`src/rtl/adc_seq_pkg.sv`:
```
// Shared types and framing constants for the ADC frame sequencer.
// Holds the FSM state enum, frame/slot geometry and the WCLK window.
package adc_seq_pkg;

  typedef enum logic [1:0] {
    IDLE  = 2'd0,
    RUN   = 2'd1,
    DRAIN = 2'd2
  } state_e;

  localparam int SLOT_BITS  = 32;
  localparam int FRAME_BITS = 64;
  localparam int WCLK_FIRST = 1;
  localparam int WCLK_LAST  = 16;

  localparam int SLOT_W  = $clog2(SLOT_BITS);
  localparam int FRAME_W = $clog2(FRAME_BITS);

  function automatic logic wclk_on(
    input logic [SLOT_W-1:0] s
  );
    return (s >= SLOT_W'(WCLK_FIRST)) &&
           (s <= SLOT_W'(WCLK_LAST));
  endfunction

endpackage

```
`src/rtl/adc_frame_sequencer_bclk_div.sv`:
```
// BCLK divider: counts 0..BCLK_DIV-1 and toggles bclk at the terminal count.
// Ports: clk, reset, clear (sync), en -> bclk, bclk_fall (1-cycle strobe).
module adc_bclk_div #(
  parameter int BCLK_DIV = 1
) (
  input  logic clk,
  input  logic reset,
  input  logic clear,
  input  logic en,
  output logic bclk,
  output logic bclk_fall
);

  localparam int CW = (BCLK_DIV > 1) ? $clog2(BCLK_DIV) : 1;

  logic [CW-1:0] cnt;
  logic          tick;

  assign tick = en && (cnt == CW'(BCLK_DIV - 1));

  // Combinational so framing can advance on the very edge bclk drops.
  assign bclk_fall = tick && bclk;

  always_ff @(posedge clk or posedge reset) begin
    if (reset) begin
      cnt  <= '0;
      bclk <= 1'b0;
    end else if (clear) begin
      cnt  <= '0;
      bclk <= 1'b0;
    end else if (en) begin
      if (tick) begin
        cnt  <= '0;
        bclk <= ~bclk;
      end else begin
        cnt <= cnt + 1'b1;
      end
    end
  end

endmodule

```
`src/rtl/adc_frame_sequencer.sv`:
```
// Master-mode ADC framing (BCLK/LRCK/WCLK), per-frame L/R capture, and a
// valid/ready output stage with sticky overrun. Ports: clk, reset, enable,
// clear_overrun, adc_left/right -> bclk, lrck, wclk, sample_*, overrun, busy.
module adc_frame_sequencer
  import adc_seq_pkg::*;
#(
  parameter int BCLK_DIV  = 1,
  parameter int WORD_BITS = 16
) (
  input  logic                 clk,
  input  logic                 reset,
  input  logic                 enable,
  input  logic                 clear_overrun,
  input  logic [WORD_BITS-1:0] adc_left,
  input  logic [WORD_BITS-1:0] adc_right,
  output logic                 bclk,
  output logic                 lrck,
  output logic                 wclk,
  output logic [WORD_BITS-1:0] sample_left,
  output logic [WORD_BITS-1:0] sample_right,
  output logic                 sample_valid,
  input  logic                 sample_ready,
  output logic                 overrun,
  output logic                 busy
);

  state_e             state;
  logic [FRAME_W-1:0] b;
  logic               first;
  logic               fall;
  logic               wrap;
  logic               hs;

  adc_bclk_div #(
    .BCLK_DIV (BCLK_DIV)
  ) u_div (
    .clk       (clk),
    .reset     (reset),
    .clear     (state == IDLE),
    .en        (state != IDLE),
    .bclk      (bclk),
    .bclk_fall (fall)
  );

  // The first fall opens b=0 rather than advancing past it.
  assign wrap = fall && !first &&
                (b == FRAME_W'(FRAME_BITS - 1));
  assign hs   = sample_valid && sample_ready;

  assign busy = (state != IDLE);
  assign lrck = (b < FRAME_W'(SLOT_BITS));
  assign wclk = wclk_on(b[SLOT_W-1:0]);

  always_ff @(posedge clk or posedge reset) begin
    if (reset) begin
      state <= IDLE;
      b     <= '0;
      first <= 1'b1;
    end else begin
      if (fall) begin
        if (first) first <= 1'b0;
        else       b     <= b + 1'b1;
      end
      unique case (state)
        IDLE: begin
          b     <= '0;
          first <= 1'b1;
          if (enable) state <= RUN;
        end
        RUN: begin
          if (wrap)         state <= enable ? RUN : IDLE;
          else if (!enable) state <= DRAIN;
        end
        DRAIN: begin
          if (wrap) state <= IDLE;
        end
        default: state <= IDLE;
      endcase
    end
  end

  always_ff @(posedge clk or posedge reset) begin
    if (reset) begin
      sample_left  <= '0;
      sample_right <= '0;
      sample_valid <= 1'b0;
      overrun      <= 1'b0;
    end else begin
      // A handshake in the capture cycle frees the slot for the new pair.
      if (wrap && (!sample_valid || sample_ready)) begin
        sample_left  <= adc_left;
        sample_right <= adc_right;
        sample_valid <= 1'b1;
      end else if (hs) begin
        sample_valid <= 1'b0;
      end
      if (wrap && sample_valid && !sample_ready)
        overrun <= 1'b1;
      else if (clear_overrun)
        overrun <= 1'b0;
    end
  end

endmodule

```
`config.mk`:
```
export PLATFORM = sky130hd
export DESIGN_NAME = adc_frame_sequencer
export DESIGN_NICKNAME = d
export VERILOG_FILES = /design/src/rtl/adc_seq_pkg.sv /design/src/rtl/adc_frame_sequencer_bclk_div.sv /design/src/rtl/adc_frame_sequencer.sv
export SDC_FILE = /design/constraint.sdc
export NUM_CORES = 1
export LEC_CHECK = 0
export CAP_MARGIN = 0
export CORE_UTILIZATION = 35
export DETAILED_ROUTE_END_ITERATION = 16
export HOLD_SLACK_MARGIN = 0.02
export PLACE_DENSITY = 0.63
export SETUP_SLACK_MARGIN = 0.5
export SYNTH_ARGS = -nofsm -noshare
export SYNTH_HDL_FRONTEND = slang
export SYNTH_SLANG_ARGS = --single-unit
export TNS_END_PERCENT = 5
```
`constraint.sdc`:
```
create_clock -name clk -period 2 [get_ports clk]
set_input_delay 0.2 -clock clk [delete_from_list [all_inputs] [get_ports clk]]
set_output_delay 0.2 -clock clk [all_outputs]
set_load 0.1 [all_outputs]
```
==> metrics.yaml, run 1 <==
clocking:
  cts_buffers: 5
  clock-root-buffer: "clkbuf_8"
  cts_hold_buf: 0
  cts_tree: "built"
  ctsLongestPathBuffers: 2
  htreeDepth: 2
  worstSkewPairLatency_ns: 0.29
  clk_pin_slew_ns: 0.08
  cts.sinks: 45
timing:
  max_freq_ghz: 0.530
  rsz0062_at_grt: "yes"
  period_minus_slack_ns: 1.89
  hold_viol_final: 0
  finalSetupTns_ns: 0
  drv_slew: 0
  fin_crit_sh: 0.943
  setup_viol: 0
  whs_ns: 0.381
  tightest_slew_ns: 0.547
  finClkSkew_ns: 0.00594
  slew_headroom: 0.636
global_route:
  gr-total-overflow: 0
  grt_max_degree: 46
  grt_pass1_vias: 1429
  grt_first_pass_wirelength_um: 5940
  track_usage: 0.143
  antenna_found_initial: 0
worst_hold_path:
  min-delay-path-class: "in2async"
logic_synthesis:
  syn_avg_cell_area_um2: 13.8
  synth.distinct_cells: 28
  yosys-top-cells-area: "dfrtp_1 60%, mux2_2 18%, a21oi_1 1.9%, buf_6 1.8%, inv_1 1.6%"
  synth_cells: 133
  synth_nets: 172
  ys_seq_area_frac: 0.613
  synth-seq-cells: 45
  post-synth-top-area-fraction: 0.599
  synth_warnings: 0
  yosysTopAreaCell: "dfrtp_1"
  syn_area_mm2: 0.00184
pwr:
  power-per-cell-area_mw_per_mm2: 886
  p_leak_nw: 1.22
  vdd_drop_max_mv: 0.750
cells_and_area:
  fin_cells: 292
  fin_nets: 262
  syn_to_final_growth_pct: 51.0
  mostFrequentLayoutCells: "45 x buf_4, 42 x dfrtp_1, 36 x clkdlybuf4s50_1, 30 x mux2_2, 7 x inv_1"
  layout-drive-gt1-share: 0.432
  diodes: 0
  utilization: 0.547
  final_area_mm2: 0.00278
  fillCellCount: 471
  final_common_cell: "buf_4"
placed_design:
  port_buffers: 74
  placed_cells: 279
  hpwl_um: 2880
  place.gp.congestion: 0.743
  placed_cell_area_mm2: 0.00262
drt:
  ant_nets: 0
  drtIter0Drc: 34
  viasPerCell: 4.66
  wl_per_cell_um: 13.8
  vias: 1360
  wl_um: 4030
  dr.pass1.iters: 4
  drc: 0
die:
  start_util: 0.362
  die_h_um: 74.5
  die_w_um: 74.5
  ioPinCount: 75
  row_count: 26
  dieArea_mm2: 0.00555
  core_mm2: 0.00507
setup_path:
  required_ns: 1.80
  critPathKind: "reg2out"
  worst_path_max_delay_cell: "or4_4"
  rr_startpoint: "b[1]"
  critical_path_buf_inv_count: 2
  reg2reg_slack_ns: 0.13
  crit_arrival_ns: 1.69
  setup.worst_path.start: "b[0]"
  slowest_delay_ns: 0.46
  crit_path_start_kind: "register"
  regToRegEndpoint: "sample_right[9]"
  cp_max_fo: 4
  cp_cell_sequence: "buf_4 > or4_4 > nor3_4 > a21oi_4 > buf_12"
  reg2reg_depth: 6
  end_kind: "primary output"
  cp_top_family: "simple AND/OR/NAND/NOR gates"
flow_run:
  max_cap_violations: 0
outcome:
  status: "completed"
==> tightest hold or removal path: stages <==
cell and delay, ns:
clkdlybuf4s50_1 0.42, inv_2 0.05, buf_4 0.46
==> stage by stage <==
stage	setup WS, ns	power, mW
after floorplan	0.152	1.66
after global placement	0.198	1.94
after detailed placement	0.135	1.96
after CTS	0.0954	2.49
after global routing	0.0677	2.57
final	0.114	2.46
==> metal layers <==
layer  global-route usage  wire, µm  up-vias
li1                     -         -      637
met1                0.156      1650      663
met2                0.264      2080       52
met3               0.0339       241        8
met4               0.0587        62        0
met5                    0         0        -
==> area by class of cell <==
| class | count | area, µm² | share of cell area |
|---|---|---|---|
| inverter | 8 | 30.0 | 0.0108 |
| tap | 70 | 87.6 | 0.0315 |
| clock buffer | 5 | 68.8 | 0.0248 |
| clock inverter | 1 | 5.00 | 0.00180 |
| timing repair buffer | 87 | 781 | 0.281 |
| multi-input combinational | 76 | 673 | 0.242 |
| sequential | 45 | 1130 | 0.408 |
==> power breakdown <==
part | internal [mW] | switching (mW)
clock network | 0.230 | 0.275
logic | 0.280 | 0.628
registers | 0.995 | 0.0536
total | 1.50 | 0.957
==> how the worst max path moves through the flow <==
stage | end | cells past startpoint | slack (ns)
floorplan | sample_left[10] | 4 | 0.15
global placement | sample_right[3] | 5 | 0.20
detailed placement | sample_left[10] | 5 | 0.13
CTS | wclk | 5 | 0.1
global route | sample_right[5] | 6 | 0.07
finish | wclk | 5 | 0.11
==> cell usage after synthesis <==
master	number
o21ai_0	5
mux2_1	2
nor3_1	1
o22ai_1	1
dfstp_2	1
nor4b_4	1
nand2b_1	1
dfrtp_1	44
conb_1	1
nor2_1	4
a21oi_1	7
nor3b_1	1
mux2i_1	1
inv_1	8
ha_1	2
nor2b_1	1
nand4b_1	2
buf_6	3
or3_1	3
nand2_1	4
xor2_1	1
or4_1	3
o31ai_1	1
and2_1	1
nand3_1	2
or3b_1	1
mux2_2	30
clkbuf_1	1
==> cell families (layout without fill, tap and decap cells) <==
| logic type | after synthesis | count (layout) | share of synthesized area |
|---|---|---|---|
| other | 1 | 1 | 0.00204 |
| adders and majority gates | 2 | 2 | 0.0136 |
| and+or+nand+nor | 25 | 25 | 0.0884 |
| DFF | 45 | 45 | 0.613 |
| buffers and inverters | 12 | 101 | 0.0367 |
| xor gates and xnor gates | 1 | 1 | 0.00476 |
| AOI/OAI and AO/OA | 14 | 14 | 0.0401 |
| muxes | 33 | 33 | 0.201 |
==> repair_timing <==
| item | in CTS | in global routing |
|---|---|---|
| pin swaps | 0 | 3 |
| gates cloned | 0 | 2 |
| resized for setup | 3 | 7 |
| endpoints found under the setup margin | 40 | 40 |
| buffers inserted | 0 | 5 |
==> sequential cells by signal, summed over array words and instances, names as in the netlist <==
register      flops
sample_left      16
sample_right     16
b                 6
state             2
first             1
overrun           1
sample_valid      1
u_div.bclk        1
u_div.cnt         1
Power figures use the tool's default switching activity.
==> run 2, diff against run 1 <==
- DONT_BUFFER_PORTS: default -> 1
- PLACE_DENSITY: 0.63 -> default
==> run 2 against run 1 <==
  * Clock skew grew 0.0012 ns
  * Design area shrank 13%
  * Sequential cell count is the same
  * Combinational power shrank 12%
  * Highest routed layer unchanged
==> metrics.yaml, run 2 (synthesized netlist as in run 1, its figures left out) <==
timing:
  finalSetupTns_ns: 0  # unchanged
  tightest_slew_ns: 0.896  # was 0.547 ns
  whs_ns: 0.0463  # was 0.381 ns
  hold_viol_final: 0  # unchanged
  fin_crit_sh: 0.947  # was 0.943
  finClkSkew_ns: 0.00710  # was 0.00594 ns
  setup_viol: 0  # unchanged
  drv_slew: 0  # unchanged
  setup_slack_ns: 0.107  # was 0.114 ns
  period_minus_slack_ns: 1.89  # about the same
  rsz0062_at_grt: "yes"  # unchanged
  slew_headroom: 0.402  # was 0.636
  max_freq_ghz: 0.528  # was 0.530 GHz
setup_path:
  setup.worst_path.start: "b[1]"  # was b[0]
  reg2reg_slack_ns: 0.15  # was 0.13 ns
  end_kind: "primary output"  # unchanged
  crit_arrival_ns: 1.69  # about the same
  reg2reg_depth: 5  # was 6
  critPathKind: "reg2out"  # unchanged
  worstSetupEndpoint: "wclk"  # unchanged
  regToRegEndpoint: "sample_left[6]"  # was sample_right[9]
  required_ns: 1.80  # about the same
  crit_path_start_kind: "register"  # unchanged
  rr_startpoint: "b[1]"  # unchanged
  cp_max_fo: 4  # unchanged
clocking:
  htreeDepth: 2  # unchanged
  clock-root-buffer: "clkbuf_8"  # unchanged
  worstSkewPairLatency_ns: 0.29  # about the same
  cts_tree: "built"  # unchanged
  cts_buffers: 5  # unchanged
  cts.sinks: 45  # unchanged
  ctsLongestPathBuffers: 2  # unchanged
  clk_pin_slew_ns: 0.08  # about the same
placed_design:
  hpwl_um: 2530  # was 2880 µm
  post-place-ws_ns: 0.0576  # was 0.135 ns
  placed_cells: 239  # was 279
  port_buffers: 0  # was 74
  placed_cell_area_mm2: 0.00222  # was 0.00262 mm²
  place.gp.congestion: 0.701  # was 0.743
drt:
  wl_met3_um: 285  # was 241 µm
  drc: 0  # unchanged
  vias: 1200  # was 1360
  drtIter0Drc: 21  # was 34
  wl_per_cell_um: 14.0  # was 13.8 µm
  dr.pass1.iters: 4  # unchanged
  ant_nets: 0  # unchanged
  wl_um: 3540  # was 4030 µm
  highest_layer: "met4"  # unchanged
  drt-met1-wl_um: 1390  # was 1650 µm
  met2_length_um: 1810  # was 2080 µm
  viasPerCell: 4.74  # was 4.66
global_route:
  gr-total-overflow: 0  # unchanged
  grt_max_degree: 46  # unchanged
  antenna_found_initial: 0  # unchanged
  grt_first_pass_wirelength_um: 5310  # was 5940 µm
  track_usage: 0.128  # was 0.143
  grt_pass1_vias: 1201  # was 1429
pwr:
  power-per-cell-area_mw_per_mm2: 1050  # was 886 mW/mm²
  p_total_mw: 2.54  # was 2.46 mW
  vdd_drop_max_mv: 0.896  # was 0.750 mV
  p_leak_nw: 1.06  # was 1.22 nW
die:
  row_count: 26  # unchanged
  start_util: 0.362  # unchanged
  die_h_um: 74.5  # unchanged
  dieArea_mm2: 0.00555  # unchanged
  die_w_um: 74.5  # unchanged
  ioPinCount: 75  # unchanged
  core_mm2: 0.00507  # unchanged
cells_and_area:
  seq_area_mm2: 0.00113  # about the same
  top_regs: "sample_left: 16 flops, sample_right: 16 flops, b: 6 flops"  # unchanged
  layout-drive-gt1-share: 0.492  # was 0.432
  utilization: 0.476  # was 0.547
  mostFrequentLayoutCells: "41 x dfrtp_1, 40 x buf_4, 30 x mux2_2, 7 x inv_1"  # was 45 x buf_4, 42 x dfrtp_1, 36 x clkdlybuf4s50_1, 30 x mux2_2, 7 x inv_1
  diodes: 0  # unchanged
  fillCellCount: 489  # was 471
  multi_input_area_um2: 673  # unchanged
  syn_to_final_growth_pct: 31.2  # was 51.0%
  fin_nets: 221  # was 262
  final_area_mm2: 0.00241  # was 0.00278 mm²
  final_common_cell: "dfrtp_1"  # was buf_4
  fin_cells: 253  # was 292
outcome:
  status: "completed"  # unchanged
flow_run:
  max_cap_violations: 0  # unchanged
worst_hold_path:
  holdPathStages: 1
  min-delay-path-class: "in2reg"  # was in2async
## run 2: repair_timing
action                     in CTS  in global routing
setup endpoints to repair      40                 40
pin swaps                       3                  1
cloned                          1                  0
hold buffers                    2                  1
hold endpoints to repair       45                  1
setup buffers                   2                  0
gates resized for setup         6                  3
## run 2: area by class of cell
class,count,area share
flip-flops and latches,45,0.470
inverters,8,0.0124
multi-input cells,76,0.279
repair buffers,46,0.154
well taps,70,0.0363
clock inverters,1,0.0124
clock buffers,7,0.0358
## run 2: per-layer routing
layer | global-route usage | vias up
li1 | - | 560
met1 | 0.141 | 584
met2 | 0.228 | 50
met3 | 0.0420 | 6
met4 | 0.0503 | 0
met5 | 0 | -
## run 2: worst max-delay path, stage by stage (launching register included)
cell,delay [ns]
dfrtp_1,0.42
or4_4,0.57
nor3_4,0.18
a21oi_4,0.05
buf_12,0.17
## run 2: power breakdown
part,total [mW],switching [mW],internal (mW),leakage (nW)
clock network,0.695,0.288,0.407,0.0585
registers,1.04,0.0499,0.995,0.540
logic,0.796,0.612,0.184,0.463
total,2.54,0.950,1.59,1.06
## run 2: worst min path at each step
stage | start | end | slack, ns
after floorplan | clear_overrun | overrun | 0.30
after global placement | reset | sample_left[13] | 0.30
after detailed placement | clear_overrun | overrun | 0.30
after CTS | adc_left[8] | sample_left[8] | 0.03
after global routing | adc_left[14] | sample_left[14] | 0.04
final | enable | state[0] | 0.05
==> run 3, diff against run 2 <==
- MAX_ROUTING_LAYER: default -> met4
==> run 3 against run 2 <==
  * Design area unchanged
  * Cell count unchanged
  * Critical endpoint unchanged
  * Largest power group unchanged
  * Via count unchanged
  * Critical path type unchanged
  * Clock skew unchanged
  * Clock-buffer cell count unchanged
  * Non-clock buffer count unchanged
  * Largest cell class unchanged
==> metrics.yaml, run 3 (synthesized netlist as in run 1, its figures left out) <==
clocking:
  clock-root-buffer: "clkbuf_8"  # unchanged
  htreeDepth: 2  # unchanged
  worstSkewPairLatency_ns: 0.29  # about the same
  ctsLongestPathBuffers: 2  # unchanged
  cts_buffers: 5  # unchanged
  cts.sinks: 45  # unchanged
  cts_tree: "built"  # unchanged
  clk_pin_slew_ns: 0.08  # about the same
timing:
  max_freq_ghz: 0.528  # unchanged
  drv_slew: 0  # unchanged
  fin_crit_sh: 0.947  # unchanged
  setup_slack_ns: 0.107  # unchanged
  tightest_slew_ns: 0.896  # unchanged
  period_minus_slack_ns: 1.89  # unchanged
  finClkSkew_ns: 0.00710  # unchanged
  setup_viol: 0  # unchanged
  rsz0062_at_grt: "yes"  # unchanged
  slew_headroom: 0.402  # unchanged
  finalSetupTns_ns: 0  # unchanged
  hold_viol_final: 0  # unchanged
drt:
  wl_um: 3540  # unchanged
  wl_per_cell_um: 14.0  # unchanged
  drtIter0Drc: 22  # was 21
  ant_nets: 0  # unchanged
  vias: 1200  # unchanged
  viasPerCell: 4.74  # unchanged
  dr.pass1.iters: 4  # unchanged
  drc: 0  # unchanged
die:
  row_count: 26  # unchanged
  ioPinCount: 75  # unchanged
  die_w_um: 74.5  # unchanged
  start_util: 0.362  # unchanged
  dieArea_mm2: 0.00555  # unchanged
  die_h_um: 74.5  # unchanged
  core_mm2: 0.00507  # unchanged
pwr:
  power-per-cell-area_mw_per_mm2: 1050  # unchanged
  p_leak_nw: 1.06  # unchanged
  vdd_drop_max_mv: 0.896  # unchanged
setup_path:
  cp_max_fo: 4  # unchanged
  crit_arrival_ns: 1.69  # about the same
  reg2reg_depth: 5  # unchanged
  critPathKind: "reg2out"  # unchanged
  end_kind: "primary output"  # unchanged
  required_ns: 1.80  # about the same
  crit_path_start_kind: "register"  # unchanged
global_route:
  track_usage: 0.132  # was 0.128
  antenna_found_initial: 0  # unchanged
  grt_max_degree: 46  # unchanged
  gr-total-overflow: 0  # unchanged
  grt_first_pass_wirelength_um: 5310  # unchanged
  grt_pass1_vias: 1201  # unchanged
placed_design:
  place.gp.congestion: 0.709  # was 0.701
  post-place-ws_ns: 0.0576  # unchanged
  port_buffers: 0  # unchanged
  hpwl_um: 2530  # unchanged
cells_and_area:
  final_common_cell: "dfrtp_1"  # unchanged
  syn_to_final_growth_pct: 31.2  # unchanged
  mostFrequentLayoutCells: "41 x dfrtp_1, 40 x buf_4, 30 x mux2_2, 7 x inv_1"  # unchanged
  fin_nets: 221  # unchanged
  top_regs: "sample_left: 16 flops, sample_right: 16 flops, b: 6 flops"  # unchanged
  layout-drive-gt1-share: 0.492  # unchanged
  diodes: 0  # unchanged
worst_hold_path:
  holdPathStages: 1  # unchanged
  min-delay-path-class: "in2reg"  # unchanged
flow_run:
  max_cap_violations: 0  # unchanged
outcome:
  status: "completed"  # unchanged
run 3: worst paths after layout:
| kind | start | end | slack, ns |
|---|---|---|---|
| setup / recovery | b[1] | wclk | 0.11 |
| setup reg to reg | b[1] | sample_left[6] | 0.15 |
| min in group asynchronous | reset | b[3] | 0.56 |
| hold / removal | enable | state[0] | 0.05 |
| hold reg to reg | sample_right[0] | sample_right[0] | 0.50 |
| max in group asynchronous | reset | u_div.bclk | 0.80 |
run 3: per-stage QoR:
step           instances  power, mW  hold WS [ns]   util  area (µm²)
3_3_place_gp         239       1.82         0.301  0.437        2220
3_5_place_dp         239       1.83         0.304  0.437        2220
4_1_cts              252       2.56        0.0298  0.473        2400
5_1_grt              253       2.65        0.0361  0.476        2410
6_report             253       2.54        0.0463  0.476        2410
2_1_floorplan        133       1.66         0.299      -        1860
run 3: timing repair:
| item | 4_1_cts | 5_1_grt |
|---|---|---|
| hold buffers | 2 | 1 |
| resized for setup | 6 | 3 |
| buffers inserted | 2 | 0 |
| cloned | 1 | 0 |
| pin swaps | 3 | 1 |
| setup endpoints to repair | 40 | 40 |
| endpoints found under the hold margin | 45 | 1 |
run 3: worst max-delay path, cell delays in order, from the launching register on:
cell,delay (ns)
dfrtp_1,0.42
or4_4,0.57
nor3_4,0.18
a21oi_4,0.05
buf_12,0.17
run 3: final cells by class:
cell class	count	area (µm²)
Clock buffer	7	86.3
Clock inverter	1	30.0
Fill cell	489	2660
Inverter	8	30.0
Multi-Input combinational cell	76	673
Sequential cell	45	1130
Tap cell	70	87.6
Timing Repair Buffer	46	373
run 3: where the power goes:
| part | switching, mW | internal [mW] | total [mW] |
|---|---|---|---|
| Combinational | 0.612 | 0.184 | 0.796 |
| Clock | 0.288 | 0.407 | 0.695 |
| Sequential | 0.0499 | 0.995 | 1.04 |
| Total | 0.950 | 1.59 | 2.54 |
run 3: metal layers:
layer  GRT usage  vias to the layer above  routed length, µm
met5           -                        -                  0
met4      0.0503                        0                 55
met3      0.0407                        6                280
met2       0.228                       50               1810
met1       0.141                      584               1390
li1            -                      560                  -
